[src/rtl/uart_pkg.sv]
// -----------------------------------------------------------------------------
// uart_pkg
// Shared definitions for the UART blocks (receiver now, transmitter later).
//   uart_rx_state_t           : receive FSM states
//   UART_DATA_BITS            : data bits per frame (8N1)
//   UART_CLKS_PER_BIT_DEFAULT : 100 MHz / 115200 baud
// -----------------------------------------------------------------------------
package uart_pkg;

  typedef enum logic [1:0] {
    IDLE  = 2'd0,
    START = 2'd1,
    DATA  = 2'd2,
    STOP  = 2'd3
  } uart_rx_state_t;

  localparam int UART_DATA_BITS            = 8;
  localparam int UART_CLKS_PER_BIT_DEFAULT = 868;

endpackage : uart_pkg

[src/rtl/uart_rx_if.sv]
// -----------------------------------------------------------------------------
// uart_rx_if
// Byte handshake between the UART receiver and its consumer.
//   out_data_ready : byte_out holds a valid, unacknowledged byte (rx -> consumer)
//   byte_out       : received byte, LSB first on the line      (rx -> consumer)
//   frame_err      : one-cycle pulse, bad stop bit              (rx -> consumer)
//   overrun        : one-cycle pulse, byte dropped              (rx -> consumer)
//   in_akn         : consumer has taken byte_out                (consumer -> rx)
// master = receiver side, slave = consumer side.
// -----------------------------------------------------------------------------
interface uart_rx_if;
  import uart_pkg::*;

  logic                      out_data_ready;
  logic [UART_DATA_BITS-1:0] byte_out;
  logic                      frame_err;
  logic                      overrun;
  logic                      in_akn;

  modport master (
    output out_data_ready,
    output byte_out,
    output frame_err,
    output overrun,
    input  in_akn
  );

  modport slave (
    input  out_data_ready,
    input  byte_out,
    input  frame_err,
    input  overrun,
    output in_akn
  );

endinterface : uart_rx_if

[src/rtl/sync_2ff.sv]
// -----------------------------------------------------------------------------
// sync_2ff
// Two-flop synchronizer for signals asynchronous to clk.
//   clk, rst : clock, asynchronous active-high reset
//   i_d      : asynchronous input
//   o_q      : synchronized output (2 cycles latency), resets to RST_VAL
// -----------------------------------------------------------------------------
module sync_2ff #(
  parameter int               WIDTH   = 1,
  parameter logic [WIDTH-1:0] RST_VAL = '1
) (
  input  logic             clk,
  input  logic             rst,
  input  logic [WIDTH-1:0] i_d,
  output logic [WIDTH-1:0] o_q
);

  logic [WIDTH-1:0] r_meta;
  logic [WIDTH-1:0] r_sync;

  always_ff @(posedge clk or posedge rst) begin
    if (rst) begin
      r_meta <= RST_VAL;
      r_sync <= RST_VAL;
    end else begin
      r_meta <= i_d;
      r_sync <= r_meta;
    end
  end

  assign o_q = r_sync;

endmodule : sync_2ff

[src/rtl/uart_rx.sv]
// -----------------------------------------------------------------------------
// uart_rx
// 8N1 UART receiver with a one-entry holding register in front of a
// level/acknowledge byte output.
//   clk  : system clock
//   rst  : asynchronous active-high reset
//   rx   : serial line, asynchronous, idle high
//   bus  : uart_rx_if.master (out_data_ready, byte_out, frame_err, overrun,
//          in_akn)
// Parameter CLKS_PER_BIT (>= 4): clock cycles per bit.
// -----------------------------------------------------------------------------
module uart_rx
  import uart_pkg::*;
#(
  parameter int CLKS_PER_BIT = UART_CLKS_PER_BIT_DEFAULT
) (
  input  logic       clk,
  input  logic       rst,
  input  logic       rx,
  uart_rx_if.master  bus
);

  localparam int                 CNT_W    = (CLKS_PER_BIT > 1) ? $clog2(CLKS_PER_BIT) : 1;
  localparam logic [CNT_W-1:0]   HALF_CNT = CNT_W'(CLKS_PER_BIT / 2 - 1);
  localparam logic [CNT_W-1:0]   FULL_CNT = CNT_W'(CLKS_PER_BIT - 1);
  localparam logic [2:0]         LAST_IDX = 3'(UART_DATA_BITS - 1);

  logic                      w_rxs;
  logic                      r_rxs_d;

  uart_rx_state_t            r_state;
  logic [CNT_W-1:0]          r_cnt;
  logic [2:0]                r_idx;
  logic [UART_DATA_BITS-1:0] r_shift;
  logic                      r_frame_err;

  logic [UART_DATA_BITS-1:0] r_hold;
  logic                      r_pend;
  logic [UART_DATA_BITS-1:0] r_byte_out;
  logic                      r_odr;
  logic                      r_overrun;

  logic                      w_cnt_full;
  logic                      w_data_smp;
  logic                      w_complete;
  logic                      w_load_hold;

  sync_2ff #(
    .WIDTH   (1),
    .RST_VAL (1'b1)
  ) u_sync (
    .clk (clk),
    .rst (rst),
    .i_d (rx),
    .o_q (w_rxs)
  );

  // Delayed copy for falling-edge (start) detection; idle-high reset value
  // keeps a reset release from looking like an edge.
  always_ff @(posedge clk or posedge rst) begin
    if (rst) r_rxs_d <= 1'b1;
    else     r_rxs_d <= w_rxs;
  end

  assign w_cnt_full  = (r_cnt == FULL_CNT);
  assign w_data_smp  = (r_state == DATA) && w_cnt_full;
  assign w_complete  = (r_state == STOP) && w_cnt_full && w_rxs;
  // A completion is accepted unless both buffer stages are occupied; when the
  // output register is free, hold drains this same cycle so it may reload.
  assign w_load_hold = w_complete && !(r_pend && r_odr);

  // Receive FSM
  always_ff @(posedge clk or posedge rst) begin
    if (rst) begin
      r_state     <= IDLE;
      r_cnt       <= '0;
      r_idx       <= '0;
      r_frame_err <= 1'b0;
    end else begin
      r_frame_err <= 1'b0;
      case (r_state)
        IDLE: begin
          if (r_rxs_d && !w_rxs) begin
            r_cnt   <= '0;
            r_state <= START;
          end
        end
        START: begin
          if (r_cnt == HALF_CNT) begin
            r_cnt   <= '0;
            r_idx   <= '0;
            // Line back high at mid-start: treat as a glitch.
            r_state <= w_rxs ? IDLE : DATA;
          end else begin
            r_cnt <= r_cnt + CNT_W'(1);
          end
        end
        DATA: begin
          if (w_cnt_full) begin
            r_cnt <= '0;
            if (r_idx == LAST_IDX) r_state <= STOP;
            else                   r_idx   <= r_idx + 3'd1;
          end else begin
            r_cnt <= r_cnt + CNT_W'(1);
          end
        end
        STOP: begin
          if (w_cnt_full) begin
            r_cnt   <= '0;
            r_state <= IDLE;
            if (!w_rxs) r_frame_err <= 1'b1;
          end else begin
            r_cnt <= r_cnt + CNT_W'(1);
          end
        end
        default: begin
          r_state <= IDLE;
          r_cnt   <= '0;
        end
      endcase
    end
  end

  // Shift register and holding data carry no reset; their validity is
  // tracked by the FSM and by r_pend.
  always_ff @(posedge clk) begin
    if (w_data_smp) r_shift[r_idx] <= w_rxs;
  end

  always_ff @(posedge clk) begin
    if (w_load_hold) r_hold <= r_shift;
  end

  // Buffering: hold -> output register
  always_ff @(posedge clk or posedge rst) begin
    if (rst) begin
      r_pend     <= 1'b0;
      r_odr      <= 1'b0;
      r_byte_out <= '0;
      r_overrun  <= 1'b0;
    end else begin
      r_overrun <= 1'b0;
      if (r_odr && bus.in_akn) r_odr <= 1'b0;
      if (r_pend && !r_odr) begin
        r_byte_out <= r_hold;
        r_odr      <= 1'b1;
        r_pend     <= 1'b0;
      end
      // Later assignment wins: a same-cycle completion keeps pend set.
      if (w_complete) begin
        if (r_pend && r_odr) r_overrun <= 1'b1;
        else                 r_pend    <= 1'b1;
      end
    end
  end

  assign bus.out_data_ready = r_odr;
  assign bus.byte_out       = r_byte_out;
  assign bus.frame_err      = r_frame_err;
  assign bus.overrun        = r_overrun;

endmodule : uart_rx

[src/flat_wrapper.sv]
// flat-port wrapper written by rule: the top's interface ports become plain ports
module uart_rx_flat import uart_pkg::*;
#(
  parameter int CLKS_PER_BIT = UART_CLKS_PER_BIT_DEFAULT
)
  (clk, rst, rx, bus_out_data_ready, bus_byte_out, bus_frame_err, bus_overrun, bus_in_akn);
  uart_rx_if bus_i ();
  input  logic clk;
  input  logic rst;
  input  logic rx;
  output wire logic [$bits(bus_i.out_data_ready)-1:0] bus_out_data_ready;
  output wire logic [$bits(bus_i.byte_out)-1:0] bus_byte_out;
  output wire logic [$bits(bus_i.frame_err)-1:0] bus_frame_err;
  output wire logic [$bits(bus_i.overrun)-1:0] bus_overrun;
  input wire logic [$bits(bus_i.in_akn)-1:0] bus_in_akn;
  assign bus_out_data_ready = bus_i.out_data_ready;
  assign bus_byte_out = bus_i.byte_out;
  assign bus_frame_err = bus_i.frame_err;
  assign bus_overrun = bus_i.overrun;
  assign bus_i.in_akn = bus_in_akn;
  uart_rx #(.CLKS_PER_BIT(CLKS_PER_BIT)) u_core (.clk(clk), .rst(rst), .rx(rx), .bus(bus_i));
endmodule
[config.mk]
export PLATFORM = sky130hd
export DESIGN_NAME = uart_rx_flat
export DESIGN_NICKNAME = d
export VERILOG_FILES = /design/src/rtl/uart_pkg.sv /design/src/rtl/uart_rx_if.sv /design/src/rtl/sync_2ff.sv /design/src/rtl/uart_rx.sv /design/src/flat_wrapper.sv
export SDC_FILE = /design/constraint.sdc
export NUM_CORES = 1
export LEC_CHECK = 0
export ABC_CLOCK_PERIOD_IN_PS = 4500
export CAP_MARGIN = 20
export CORE_MARGIN = 2
export CORE_UTILIZATION = 55
export DETAILED_ROUTE_END_ITERATION = 10
export PLACE_DENSITY_LB_ADDON = 0.3
export SLEW_MARGIN = 15
export SYNTH_ARGS = -nofsm -noshare
export SYNTH_HDL_FRONTEND = slang
export SYNTH_SLANG_ARGS = --single-unit
[constraint.sdc]
create_clock -name clk -period 4.5 [get_ports clk]
set_input_delay 1.125 -clock clk [delete_from_list [all_inputs] [get_ports clk]]
set_output_delay 1.125 -clock clk [all_outputs]
set_load 0.005 [all_outputs]
==> reports/results.ini, run 1 <==
[floorplanning]
fp.dieW_microns = 64.4
rows = 21
dieArea_sq_um = 4150
die_h_microns = 64.4
core_sq_um = 3420
io-pin-count = 15
start_util_pct = 58.7

[power]
power.density_nw_per_um2 = 348
total_power_mw = 0.793
ir_worst_vdd_mv = 0.201
p_leak_nw = 0.924

[clock_network]
clock_sinks = 46
clockBufferDepth = 2
hold_buffers = 0
post-cts-setup-buffers = 0
clk_latency_ns = 0.37
postCtsResizedCells = 0
ctsHtreeMaxLevel = 2
cts_root_buffer = clkbuf_4
path_clk_slew_ns = 0.12
cts_tree = yes
numCtsBuffers = 5

[setup_path]
endpoint_kind = output port
cp_top_family = buffers and inverters
cp_slowest_cell = clkdlybuf4s50_1
worstSetupStartpointType = register
critPathArrivalTime_ns = 1.30
cp_cell_sequence = clkdlybuf4s50_1
crit_type = register to output port
critPathMaxStageDelay_ns = 0.52
cp_data_required_time_ns = 3.38
cp_max_fo = 5
path_buf_inv = 1

[final_layout]
nets = 192
fillers = 256
layout_common_cells = dfrtp_1, nand2_1, edfxtp_1
multi_input_area_sq_um = 723
area_growth_pct = 13.7
fin_util_pct = 66.7
finalNonFillerCells = 231
postLayoutCellArea_sq_um = 2280
layout-drive-gt1-share_pct = 16.8
antenna_cells = 0
final_common_cell = dfrtp_1
regArea_sq_um = 1230

[yosys]
syn_area_sq_um = 2010
synth-main-ff-cell = dfrtp_1
synth_edf_count = 16
ys_types = 41
synth_top_area_share_pct = 33.7
syn_inst = 165
synth_seq_cells = 46
synth_top_area_cell = dfrtp_1
synth.avg_cell_area_sq_um = 12.2
synth-seq-area-share_pct = 61.6
syn_nets = 173
ys_warn_count = 0
netlist_top_cells_area = dfrtp_1, edfxtp_1, mux2_2
async_flop_share_pct = 65.2

[place]
place_congestion = 0.768
dp_cells = 223
hpwl_microns = 2350
io_buffers = 14
placed_area_sq_um = 2220
pre_cts_ws_ns = 2.03

[global_routing]
grt_pass1_vias = 1278
grt_overflow = 0
globalRouteTotalUtil_pct = 18.3
grt_antenna_before_repair = 0
grt_pass1_wl_microns = 5710
grt_max_degree = 20

[timing]
whs_ns = 0.366
final_max_slew_viol_count = 0
min_period_ns = 2.43
worstMarginPinSlew_ns = 0.717
fin_crit_sh_pct = 53.9
rsz0062_at_grt = no
fmax_mhz = 412
hold_viol_final = 0
setup_slack_ns = 2.07
skew_ns = 0.00913
relSlewSlack_pct = 51.7
setup_viol = 0
tns_ns = 0

[job]
max_cap_violations = 0

[routing]
ant_nets = 0
wl_microns = 3250
wl_per_cell_microns = 14.1
drc = 0
dr.first_iter.drc_count = 59
first_pass_iters = 4
vias = 1281
via_per_inst = 5.55

[min_path]
hold_path.class = register to register

[outcome]
run_status = completed

-- metal layers --
metal  part of all wire [%]  GRT usage [%]
met1                     45           23.0
met2                     48           28.3
met3                    3.1           4.58
met4                    2.9           12.0
met5                      0              0
-- final cells by class --
cell class                 instances  area share (%)
timing repair buffer              16            7.68
clock buffer                       5            1.65
inverter                           8            1.32
clock inverter                     3           0.933
tap                               46            2.52
sequential                        46            54.2
multi-input combinational        107            31.7
-- synth_stat cells (2+ instances only) --
cell type	n
and2_1	2
nor2_1	11
mux2_2	8
clkbuf_1	3
and3_1	2
nand3_1	10
nand4_1	3
nor3_1	7
xnor2_1	2
nand2b_1	2
nor3b_1	2
o21ai_0	10
a31oi_1	2
edfxtp_1	16
ha_1	4
dfrtp_1	27
dfstp_2	3
nand2_1	18
a21oi_1	2
inv_1	8
o21ai_1	3
-- cell families (layout without fill, tap and decap cells) --
group / after synthesis / in the layout / share of synthesized area [%]
fa+ha+maj: 4 / 4 / 2.50
simple gates: 69 / 69 / 20.1
xor+xnor: 3 / 3 / 1.31
mux: 9 / 9 / 5.24
buf+inv: 12 / 32 / 2.62
compound gates: 22 / 22 / 6.61
flops: 46 / 46 / 61.6
-- flip-flops by register name, indices dropped and copies added (netlist names), 3 cells and up, named ones only --
register	count
u_core.r_idx	3
u_core.r_shift	8
u_core.r_cnt	10
u_core.r_hold	8
u_core.bus.byte_out	8
-- report_power, final --
| group | total, mW | internal [mW] | switching [mW] |
|---|---|---|---|
| Sequential | 0.493 | 0.452 | 0.0410 |
| Combinational | 0.107 | 0.0448 | 0.0622 |
| Clock | 0.192 | 0.0608 | 0.131 |
| Total | 0.793 | 0.558 | 0.235 |
-- final timing paths --
check | from | end | slack (ns) | cells past startpoint
max in group asynchronous | rst | u_core.u_sync.o_q | 2.87 | 3
min in group asynchronous | rst | u_core.bus.byte_out[4] | 1.07 | 2
worst min register to register | u_core.u_sync.r_meta | u_core.u_sync.o_q | 0.37 | 0
worst min-delay path | u_core.u_sync.r_meta | u_core.u_sync.o_q | 0.37 | 0
worst max-delay path | u_core.bus.out_data_ready | bus_out_data_ready | 2.07 | 1
worst max register to register | u_core.r_cnt[0] | u_core.r_hold[6] | 2.45 | 4
Note: power is estimated with default switching activity, not from simulation.
==> run 2: changes to the inputs <==
Settings changed: ABC_CLOCK_PERIOD_IN_PS 4500 to 2130, CORE_UTILIZATION 55 to 51.
Clock period 4.5 ns to 2.13 ns, I/O delays scaled along.
==> reports/results.ini, run 2 (same netlist as run 1, synthesis figures left out) <==
[routing]
drc = 0  ; unchanged
vias = 1289  ; was 1,281
ant_nets = 0  ; unchanged
dr.first_iter.drc_count = 59  ; unchanged
via_per_inst = 5.44  ; was 5.55
wl_per_cell_microns = 13.6  ; was 14.1 microns
first_pass_iters = 4  ; unchanged
wl_microns = 3230  ; was 3250 microns

[setup_path]
endpoint_kind = register  ; was output port
crit_type = register to register  ; was register to output port
critPathArrivalTime_ns = 1.96  ; was 1.30 ns
cp_cell_sequence = ha_1 > and2_1 > nand4_4 > or3b_4 > nor2_1  ; was clkdlybuf4s50_1
r2r-end = u_core.r_shift[5]  ; was u_core.r_hold[6]
cp_data_required_time_ns = 2.13  ; was 3.38 ns
cp_slowest_cell = or3b_4  ; was clkdlybuf4s50_1
cp_max_fo = 10  ; was 5
cp_top_family = simple AND/OR/NAND/NOR gates  ; was buffers and inverters
critPathMaxStageDelay_ns = 0.44  ; was 0.52 ns
reg2reg_setup_slack_ns = 0.17  ; was 2.45 ns
worstSetupStartpointType = register  ; unchanged
worstRegToRegCells = 5  ; was 4
path_buf_inv = 0  ; was 1
r2r_start = u_core.r_cnt[1]  ; was u_core.r_cnt[0]

[place]
place_congestion = 0.822  ; was 0.768
pre_cts_ws_ns = 0.179  ; was 2.03 ns
io_buffers = 14  ; unchanged
placed_area_sq_um = 2230  ; was 2220 sq um
hpwl_microns = 2340  ; was 2350 microns

[min_path]
hold_path.class = register to register  ; unchanged
worstHoldStart = u_core.u_sync.r_meta  ; unchanged
hold_path_end = u_core.u_sync.o_q  ; unchanged
holdPathStages = 0  ; unchanged

[power]
ir_worst_vdd_mv = 0.661  ; was 0.201 mV
p_leak_nw = 0.948  ; was 0.924 nW
power.density_nw_per_um2 = 770  ; was 348 nW/um^2

[final_layout]
nets = 196  ; was 192
postLayoutCellArea_sq_um = 2310  ; was 2280 sq um
layout_common_cells = dfrtp_1, nand2_1, edfxtp_1  ; unchanged
largest_reg_flops = 10  ; unchanged
top_register = u_core.r_cnt  ; unchanged
antenna_cells = 0  ; unchanged
fillers = 296  ; was 256
area_growth_pct = 15.3  ; was 13.7%
layout-drive-gt1-share_pct = 18.0  ; was 16.8%
final_common_cell = dfrtp_1  ; unchanged

[clock_network]
numCtsBuffers = 5  ; unchanged
post-cts-setup-buffers = 0  ; unchanged
postCtsResizedCells = 0  ; unchanged
clockBufferDepth = 2  ; unchanged
path_clk_slew_ns = 0.09  ; was 0.12 ns
cts_root_buffer = clkbuf_8  ; was clkbuf_4
ctsHtreeMaxLevel = 2  ; unchanged
hold_buffers = 0  ; unchanged
cts_tree = yes  ; unchanged
clk_latency_ns = 0.29  ; was 0.37 ns
clock_sinks = 46  ; unchanged

[timing]
whs_ns = 0.358  ; was 0.366 ns
tns_ns = 0  ; unchanged
skew_ns = 0.0112  ; was 0.00913 ns
relSlewSlack_pct = 56.5  ; was 51.7%
setup_viol = 0  ; unchanged
hold_viol_final = 0  ; unchanged
min_period_ns = 1.96
fmax_mhz = 511
setup_slack_ns = 0.174  ; was 2.07 ns
worstMarginPinSlew_ns = 0.651  ; was 0.717 ns
final_max_slew_viol_count = 0  ; unchanged
rsz0062_at_grt = no  ; unchanged
fin_crit_sh_pct = 91.8

[floorplanning]
fp.dieW_microns = 66.7  ; was 64.4 microns
rows = 22  ; was 21
io-pin-count = 15  ; unchanged
dieArea_sq_um = 4450  ; was 4150 sq um
die_h_microns = 66.7  ; was 64.4 microns
core_sq_um = 3720  ; was 3420 sq um
start_util_pct = 54.0  ; was 58.7%

[outcome]
run_status = completed  ; unchanged

[global_routing]
grt_max_degree = 31  ; was 20
grt_overflow = 0  ; unchanged
grt_pass1_vias = 1246  ; was 1,278
globalRouteTotalUtil_pct = 17.9  ; was 18.3%
grt_antenna_before_repair = 0  ; unchanged
grt_pass1_wl_microns = 5780  ; was 5710 microns

[job]
max_cap_violations = 0  ; unchanged

## run 2: per-layer routing
layer  up-vias  share of wire [%]  GRT usage [%]
li1        635                  -              -
met1       616                 46           23.0
met2        30                 48           28.2
met3         8                3.4           4.22
met4         0                2.5           9.18
met5         -                  0              0
## run 2: through the flow
stage / utilization (%) / cells / power [mW]
final: 62.2 / 237 / 1.78
after global routing: 62.2 / 237 / 1.89
after CTS: 62.2 / 237 / 1.79
after detailed placement: 60.0 / 229 / 1.30
after global placement: 60.0 / 229 / 1.28
after floorplan: - / 165 / 1.20
## run 2: layout make-up
type                            count  area, sq um  area share [%]
Multi-Input combinational cell    107          718            31.1
Clock inverter                      2         10.0           0.433
Tap cell                           48         60.1            2.60
Sequential cell                    46         1240            53.5
Inverter                            8         30.0            1.30
Timing Repair Buffer               20          185            8.01
Clock buffer                        6         72.6            3.14
## run 2: worst register-to-register path: stages, from the launching register on
cell	delay (ns)
dfrtp_1	0.43
ha_1	0.24
and2_1	0.20
nand4_4	0.18
or3b_4	0.44
nor2_1	0.17
## run 2: report_power, final
| group | total, mW | switching [mW] | leakage, nW | internal [mW] |
|---|---|---|---|---|
| clock network | 0.498 | 0.271 | 0.0450 | 0.227 |
| logic | 0.242 | 0.131 | 0.357 | 0.111 |
| registers | 1.04 | 0.0828 | 0.547 | 0.958 |
| total | 1.78 | 0.485 | 0.948 | 1.30 |
## run 2: worst max path at each step
stage	start	endpoint	cells after the start	slack [ns]
2_1_floorplan	u_core.r_cnt[0]	u_core.r_hold[0]	4	0.07
3_3_place_gp	u_core.r_cnt[0]	u_core.r_shift[7]	5	0.28
5_1_grt	u_core.r_cnt[1]	u_core.r_shift[5]	5	0.05
6_report	u_core.r_cnt[1]	u_core.r_shift[5]	5	0.17
3_5_place_dp	u_core.r_cnt[0]	u_core.r_shift[5]	5	0.18
4_1_cts	u_core.r_cnt[0]	u_core.r_shift[5]	5	0.17
